### src/rtl/compression_packer.sv
// compression_packer: concatenates variable-length symbols MSB-first into
// AHB_WIDTH-bit words. The accumulator is left-justified; full words are peeled
// off the top into a single output register. A flush drains the residual bits
// as a zero-padded final word tagged with out_last.
module compression_packer #(
  parameter int AHB_WIDTH = 32,
  parameter int MAX_SYM   = 16,
  parameter int LEN_W     = $clog2(MAX_SYM + 1),
  parameter int CNT_W     = $clog2(AHB_WIDTH + MAX_SYM + 1)
) (
  input  logic                 clk,
  input  logic                 rst,
  input  logic                 in_valid,
  output logic                 in_ready,
  input  logic [MAX_SYM-1:0]   in_data,
  input  logic [LEN_W-1:0]     in_len,
  input  logic                 flush,
  output logic                 out_valid,
  input  logic                 out_ready,
  output logic [AHB_WIDTH-1:0] out_data,
  output logic                 out_last,
  output logic                 flush_done,
  output logic [CNT_W-1:0]     fill_level
);

  localparam int ACC_W = AHB_WIDTH + MAX_SYM;

  typedef enum logic [1:0] {RUN, DRAIN, DONE} state_e;

  state_e                 state_q, state_d;
  logic [ACC_W-1:0]       acc_q, acc_d;
  logic [CNT_W-1:0]       count_q, count_d;
  logic                   out_valid_q, out_valid_d;
  logic [AHB_WIDTH-1:0]   out_data_q, out_data_d;
  logic                   out_last_q, out_last_d;

  logic [LEN_W-1:0]       len_eff;
  logic [MAX_SYM:0]       len_onehot;
  logic [MAX_SYM-1:0]     sym_masked;
  logic [CNT_W-1:0]       ins_shamt;
  logic [ACC_W-1:0]       sym_placed;
  logic                   sym_fire;
  logic                   reg_free;
  logic                   full_load;
  logic                   resid_load;

  // Symbol alignment: clamp length, mask unused bits, slide the symbol to sit
  // directly below the bits already held.
  always_comb begin
    len_eff    = (in_len > LEN_W'(MAX_SYM)) ? LEN_W'(MAX_SYM) : in_len;
    len_onehot = (MAX_SYM + 1)'(1) << len_eff;
    sym_masked = in_data & MAX_SYM'(len_onehot - (MAX_SYM + 1)'(1));
    ins_shamt  = CNT_W'(ACC_W) - count_q - CNT_W'(len_eff);
    sym_placed = ACC_W'(sym_masked) << ins_shamt;
    sym_fire   = in_valid & in_ready;
    reg_free   = !out_valid_q || out_ready;
    // count < AHB_WIDTH whenever a symbol is accepted, so a load and an
    // insert never collide in the same cycle.
    full_load  = (count_q >= CNT_W'(AHB_WIDTH)) && reg_free;
    resid_load = (state_q == DRAIN) && (count_q != '0) &&
                 (count_q < CNT_W'(AHB_WIDTH)) && reg_free;
  end

  // State and datapath registers; reset drops any buffered bits and pending word.
  always_ff @(posedge clk or negedge rst) begin
    if (!rst) begin
      state_q     <= RUN;
      acc_q       <= '0;
      count_q     <= '0;
      out_valid_q <= 1'b0;
      out_data_q  <= '0;
      out_last_q  <= 1'b0;
    end else begin
      state_q     <= state_d;
      acc_q       <= acc_d;
      count_q     <= count_d;
      out_valid_q <= out_valid_d;
      out_data_q  <= out_data_d;
      out_last_q  <= out_last_d;
    end
  end

  // Next-state: flush only honoured in RUN; DRAIN ends once nothing is
  // buffered and the output register is empty or emptying this cycle.
  always_comb begin
    state_d = state_q;
    case (state_q)
      RUN:     if (flush) state_d = DRAIN;
      DRAIN:   if ((count_q == '0) && reg_free) state_d = DONE;
      DONE:    state_d = RUN;
      default: state_d = RUN;
    endcase
  end

  // Accumulator / output register update. Bits below count are always zero,
  // so the residual word is already zero-padded when taken from the top.
  always_comb begin
    acc_d       = acc_q;
    count_d     = count_q;
    out_valid_d = out_valid_q;
    out_data_d  = out_data_q;
    out_last_d  = out_last_q;
    if (out_valid_q && out_ready) out_valid_d = 1'b0;
    if (state_q == DONE) begin
      acc_d   = '0;
      count_d = '0;
    end else if (full_load) begin
      out_valid_d = 1'b1;
      out_data_d  = acc_q[ACC_W-1 -: AHB_WIDTH];
      out_last_d  = (state_q == DRAIN) && (count_q == CNT_W'(AHB_WIDTH));
      acc_d       = acc_q << AHB_WIDTH;
      count_d     = count_q - CNT_W'(AHB_WIDTH);
    end else if (resid_load) begin
      out_valid_d = 1'b1;
      out_data_d  = acc_q[ACC_W-1 -: AHB_WIDTH];
      out_last_d  = 1'b1;
      acc_d       = '0;
      count_d     = '0;
    end else if (sym_fire) begin
      acc_d   = acc_q | sym_placed;
      count_d = count_q + CNT_W'(len_eff);
    end
  end

  // Outputs: handshake readiness, flush completion pulse and status.
  always_comb begin
    in_ready   = (state_q == RUN) && (count_q < CNT_W'(AHB_WIDTH));
    flush_done = (state_q == DONE);
    out_valid  = out_valid_q;
    out_data   = out_data_q;
    out_last   = out_last_q;
    fill_level = count_q;
  end

endmodule

### config.mk
export PLATFORM = sky130hd
export DESIGN_NAME = compression_packer
export DESIGN_NICKNAME = d
export VERILOG_FILES = /design/src/rtl/compression_packer.sv
export SDC_FILE = /design/constraint.sdc
export NUM_CORES = 1
export LEC_CHECK = 0
export ABC_AREA = 1
export CAP_MARGIN = 20
export CORE_ASPECT_RATIO = 1.25
export CORE_MARGIN = 2
export CORE_UTILIZATION = 40
export DETAILED_ROUTE_END_ITERATION = 10
export RECOVER_POWER = 50
export SLEW_MARGIN = 10
export SYNTH_ARGS = -nofsm -noshare
export SYNTH_HDL_FRONTEND = slang
export SYNTH_SLANG_ARGS = --single-unit
### constraint.sdc
create_clock -name clk -period 5.1 [get_ports clk]
set_input_delay 0.765 -clock clk [delete_from_list [all_inputs] [get_ports clk]]
set_output_delay 0.765 -clock clk [all_outputs]
set_load 0.05 [all_outputs]
# ---- Word-level counts from Yosys, hierarchy flattened
# Index checks and enable logic that the tools add are counted.
dict set report totals {
  output_inout_bits 42
  reg_bits 90
  wordCells 62
  inputBits 26
}
dict set report op_classes {
  n_reduce_logical 17
  n_mux 20
  order_cmp 3
  n_shift 2
  n_eq_ne 5
  bitwise_logic 4
  n_addsub 5
}
# cell count
set op_table {}
lappend op_table {{$mux W48} 4}
lappend op_table {{$mux W32} 2}
lappend op_table {{$or A48 B48 Y48} 1}
lappend op_table {{$shl A16 B6 Y48} 1}
lappend op_table {{$mux W6} 4}
lappend op_table {{$and A16 B16 Y16} 1}
lappend op_table {{$shl A1 B5 Y16 const A} 1}
lappend op_table {{$sub A16 B1 Y16 const B} 1}
lappend op_table {{$logic_and A1 B1 Y1} 8}
lappend op_table {{$add A6 B5 Y6} 1}
lappend op_table {{$eq A6 B6 Y1 const B} 1}
lappend op_table {{$ge A6 B6 Y1 const B} 1}
lappend op_table {{$logic_not A6 Y1} 1}
lappend op_table {{$lt A6 B6 Y1 const B} 1}
lappend op_table {{$mux W1} 6}
lappend op_table {{$reduce_bool A6 Y1} 1}
lappend op_table {{$sub A6 B5 Y6} 1}
lappend op_table {{$sub A6 B6 Y6 const A} 1}
lappend op_table {{$sub A6 B6 Y6 const B} 1}
lappend op_table {{$gt A5 B5 Y1 const B} 1}
lappend op_table {{$mux W5} 1}
lappend op_table {{$mux W2} 2}
lappend op_table {{$pmux W2 S2} 1}
lappend op_table {{$reduce_and A2 Y1} 2}
lappend op_table {{11 further kinds} 11}

# ---- Depth between registers and ports, before layout
dict set report depth {
  depth_word 11
  depth_mapped 22
  depth_no_buf 20
}

# ---- Worst setup path after synthesis
# OpenSTA, ideal clock, no wires.
dict set report synth_timing {
  path_type {input to register}
  start {input port in_len[4]}
  end {register acc_q[12]}
  setup_slack_ns 1.698
  path_buffers 2
  arrival_time_ns 3.301
  required_time_ns 4.999
  setup_ns 0.101
  cell_stages 15
  path_cell_list {buf_6 > inv_4 > nand2_2 > inv_1 > ha_1 > inv_1 > ha_1 > fa_1 > a21oi_1 > o21bai_1 > xnor2_1 > buf_2 > nor2_1 > inv_1 > o32ai_1}
}
dict set report synth_via {
  elab_chain_len 11
  elab_cells_between_ends 12
  cone_classes {add/sub (2); order compare (1); shift (2); mux (5); bitwise (2)}
}
# item line_no
set synth_rtl {}
lappend synth_rtl {{start, declared} 16} ;# input logic [LEN_W-1:0] in_len,
lappend synth_rtl {{$gt A5 B5 Y1} 50} ;# len_eff = (in_len > LEN_W'(MAX_SYM)) ? LEN_W'(MAX_SYM) : in_len;
lappend synth_rtl {{$mux W5 (*)} 50}
lappend synth_rtl {{$shl A1 B5 Y16} 51} ;# len_onehot = (MAX_SYM + 1)'(1) << len_eff;
lappend synth_rtl {{$sub A16 B1 Y16} 52} ;# sym_masked = in_data & MAX_SYM'(len_onehot - (MAX_SYM + 1)'(1));
lappend synth_rtl {{$and A16 B16 Y16} 52}
lappend synth_rtl {{$shl A16 B6 Y48 (*)} 54} ;# sym_placed = ACC_W'(sym_masked) << ins_shamt;
lappend synth_rtl {{$or A48 B48 Y48 (*)} 120} ;# acc_d = acc_q | sym_placed;
lappend synth_rtl {{$mux W48 (*)} 119} ;# end else if (sym_fire) begin
lappend synth_rtl {{$mux W48 (*)} 113} ;# end else if (resid_load) begin
lappend synth_rtl {{$mux W48 (*)} 107} ;# end else if (full_load) begin
lappend synth_rtl {{$mux W48 (*)} 104} ;# if (state_q == DONE) begin
lappend synth_rtl {{end signal, assigned} 68} ;# acc_q <= '0;
lappend synth_rtl {{end signal, assigned} 75} ;# acc_q <= acc_d;
lappend synth_rtl {{end, declared} 31} ;# logic [ACC_W-1:0] acc_q, acc_d;
# Every way passes the cells marked *; elsewhere a longest branch is shown, timed or not. The select of a mux whose other input is x is not followed.
# A chain may end at the register's enable or synchronous reset.

# ---- Final worst setup path
dict set report layout_timing {
  start {input port in_len[4]}
  end {register acc_q[45]}
}
# The elaborated chain is that of the path after synthesis.

==> reports/metrics.yaml <==
timing:
  clock_skew_ns: 0.00857
  fin_hold_ws_ns: 0.479
  relSlewSlack: -0.0545
  final.setup.tns_ns: 0
  finalHoldViolCount: 0
  slew_viol_final: 32
  worst_slew_pin_slew_ns: 1.58
  rsz0062_at_grt: "no"
  layout_min_cycle_time_ns: 4.04
  setup_viol_count_final: 0
  fin_crit_sh: 0.793
  fmax_ghz: 0.247
  setup_ws_ns: 1.06
setup_path:
  crit_buf_inv: 8
  required_ns: 5.38
  critical_path_arrival_ns: 4.33
  worstSetupPathDepth: 23
  path_cells: "clkdlybuf4s50_1 > buf_4 > inv_4 > nand2_2 > inv_1 > ha_1 > inv_1 > ha_1 > fa_1 > a21oi_1 > o21bai_1 > xnor2_1 > buf_4 > nor2_1 > buf_4 > inv_1 > nor2_1 > nor2_1 > o21ai_1 > nand2_1 > nand2_1 > nand2_1 > nand2_1"
  critical_path.startpoint_type: "input pin"
  worst_path_largest_cell_delay_ns: 0.45
  critPathTopFamily: "buffers and inverters"
  worstSetupPathType: "input pin to flop"
  critPathCaptureType: "flop"
  r2r_cells: 18
  worst_path_max_delay_cell: "clkdlybuf4s50_1"
  worst-path-max-fanout: 23
  cpMostUsedCell: "nand2_1"
synthesis:
  synth_edf_count: 0
  ys_types: 45
  avgSynthCellArea_um2: 7.24
  async_flop_share: 1.00
  synth_top_area_cell: "dfrtp_1"
  ys_warn_count: 0
  synthCells: 800
  synth_area_leaders: "dfrtp_1, nand2_1, nand3_1"
  synth_area_mm2: 0.00580
  synth_top_area_frac: 0.389
  syn_nets: 843
  ys.flop_type: "dfrtp_1"
  ys_seq_elements: 90
  yosysSeqAreaShare: 0.389
cts:
  h-tree-depth: 3
  postCtsResizedCells: 0
  clk_pin_slew_ns: 0.07
  postCtsHoldBufs: 0
  cts_buffers: 9
  clock_sinks: 90
  clockRootBuffer: "clkbuf_16"
  post-cts-setup-buffer-count: 0
  cts_tree: "built"
  insertion_delay_ns: 0.34
  clk_path_buf_depth: 2
power_and_ir_drop:
  power_density_mw_per_mm2: 766
  swShare: 0.559
  p_clk_frac: 0.128
  ir_drop_uv: 359
  p_comb_frac: 0.674
  p_switching_mw: 2.96
  p_leak_nw: 3.35
  seq_power_share: 0.198
  internal_power_mw: 2.34
route:
  wl_per_cell_um: 18.0
  drc_errors: 0
  drtIter0Drc: 405
  via_count: 5595
  ant_nets: 0
  drt-pass1-iter-count: 5
  via_per_inst: 5.39
  wl_mm: 18.6
grt:
  grt_pass1_wl_mm: 30.2
  grt_util_all_layers: 0.248
  grt_pass1_vias: 5494
  grt_antenna_before_repair: 0
  grt_max_degree: 61
  overflow: 0
run_status:
  violations: "capacitance limit, slew limit"
  status: "finished with violations"
layout:
  diodes: 0
  final_cell_mix: "nand2_1, nand3_1, dfrtp_1, inv_1, o21ai_0"
  drive_gt1_frac: 0.0802
  nets: 898
  final_common_cell: "nand2_1"
  syn2layout_area_growth_pct: 19.5
placement:
  gp_congestion: 0.942
  io_buffers: 67
  dp_slack_ns: 0.717
  dpl.hpwl_mm: 14.7
floorplanning:
  die-area_mm2: 0.0155
  start_util: 0.406
  io_pins: 68
  die_height_um: 139
  die_w_um: 112
  rows: 49
  core_mm2: 0.0143
worst_hold_path:
  min_path_cells: 2
  hold_class: "flop to flop"
job:
  drv_cap: 1
## registers in the layout (all words and copies together) (netlist names)
name,count
fill_level,6
out_last,1
acc_q,48
state_q,2
out_data,32
out_valid,1
## worst reg2reg max path: stages, from the launching register on
cell      delay, ns
dfrtp_1        0.47
ha_1           0.33
inv_1          0.04
ha_1           0.21
fa_1           0.44
a21oi_1        0.16
o21bai_1       0.09
xnor2_1        0.13
buf_4          0.22
nor2_1         0.11
buf_4          0.27
inv_1          0.15
nor2_1         0.14
nor2_1         0.05
o21ai_1        0.07
nand2_1        0.06
nand2_1        0.07
nand2_1        0.04
nand2_1        0.05
## cells by family after synthesis
group                    after synthesis  synth area share
AO/OA/AOI/OAI                        104             0.105
XOR/XNOR                               8            0.0121
adder cells (fa/ha/maj)               17            0.0406
buffers and inverters                121            0.0851
flip-flops                            90             0.389
multiplexers                           9            0.0175
AND/OR/NAND/NOR                      451             0.351
## metal layers
metal  track usage  share of wire  vias up
li1              -              -     2769
met1         0.335           0.45     2647
met2         0.409           0.48      152
met3        0.0288          0.039       27
met4        0.0923          0.033        0
met5             0              0        -
## layout make-up
class / instances / area, um^2
Clock inverter: 6 / 73.8
Clock buffer: 10 / 229
Timing Repair Buffer: 83 / 782
Multi-Input combinational cell: 589 / 3060
Inverter: 82 / 310
Sequential cell: 90 / 2250
Tap cell: 178 / 223
Fill cell: 1484 / 7360
## cells in the mapped netlist (4+ instances only)
| library cell | count |
|---|---|
| o21ai_0 | 57 |
| ha_1 | 14 |
| buf_1 | 7 |
| a21oi_1 | 14 |
| nand3_1 | 134 |
| inv_2 | 5 |
| nor2_1 | 47 |
| nand3_2 | 6 |
| dfrtp_1 | 90 |
| buf_2 | 14 |
| mux2_2 | 9 |
| inv_1 | 74 |
| nand4_1 | 27 |
| xnor2_1 | 4 |
| o21ai_1 | 6 |
| nand2_1 | 219 |
| xor2_1 | 4 |
| clkbuf_1 | 15 |
| a22o_1 | 5 |
## power groups by stage
stage | combinational [mW] | sequential [mW] | clock (mW)
finish | 3.58 | 1.05 | 0.681
floorplan | 2.19 | 1.35 | 0
detailed placement | 3.58 | 1.07 | 0
global route | 3.98 | 1.08 | 0.723
global placement | 3.58 | 1.06 | 0
CTS | 3.59 | 1.06 | 0.694
## final timing paths
path	end	from	slack [ns]
min in group asynchronous	out_data[26]	rst	0.81
worst max register to register	acc_q[45]	fill_level[1]	1.94
worst max-delay path	acc_q[45]	in_len[4]	1.06
max in group asynchronous	acc_q[1]	rst	2.09
worst min register to register	acc_q[40]	acc_q[40]	0.48
worst min-delay path	acc_q[40]	acc_q[40]	0.48
## metrics by stage
step,power [mW],utilization,instance area [um^2],instances
finish,5.31,0.485,6930,1038
global route,5.78,0.485,6930,1038
CTS,5.34,0.486,6940,1038
detailed placement,4.65,0.464,6630,1022
global placement,4.64,0.464,6630,1022
floorplan,3.54,-,5800,800
Note: power is estimated with default switching activity, not from simulation.
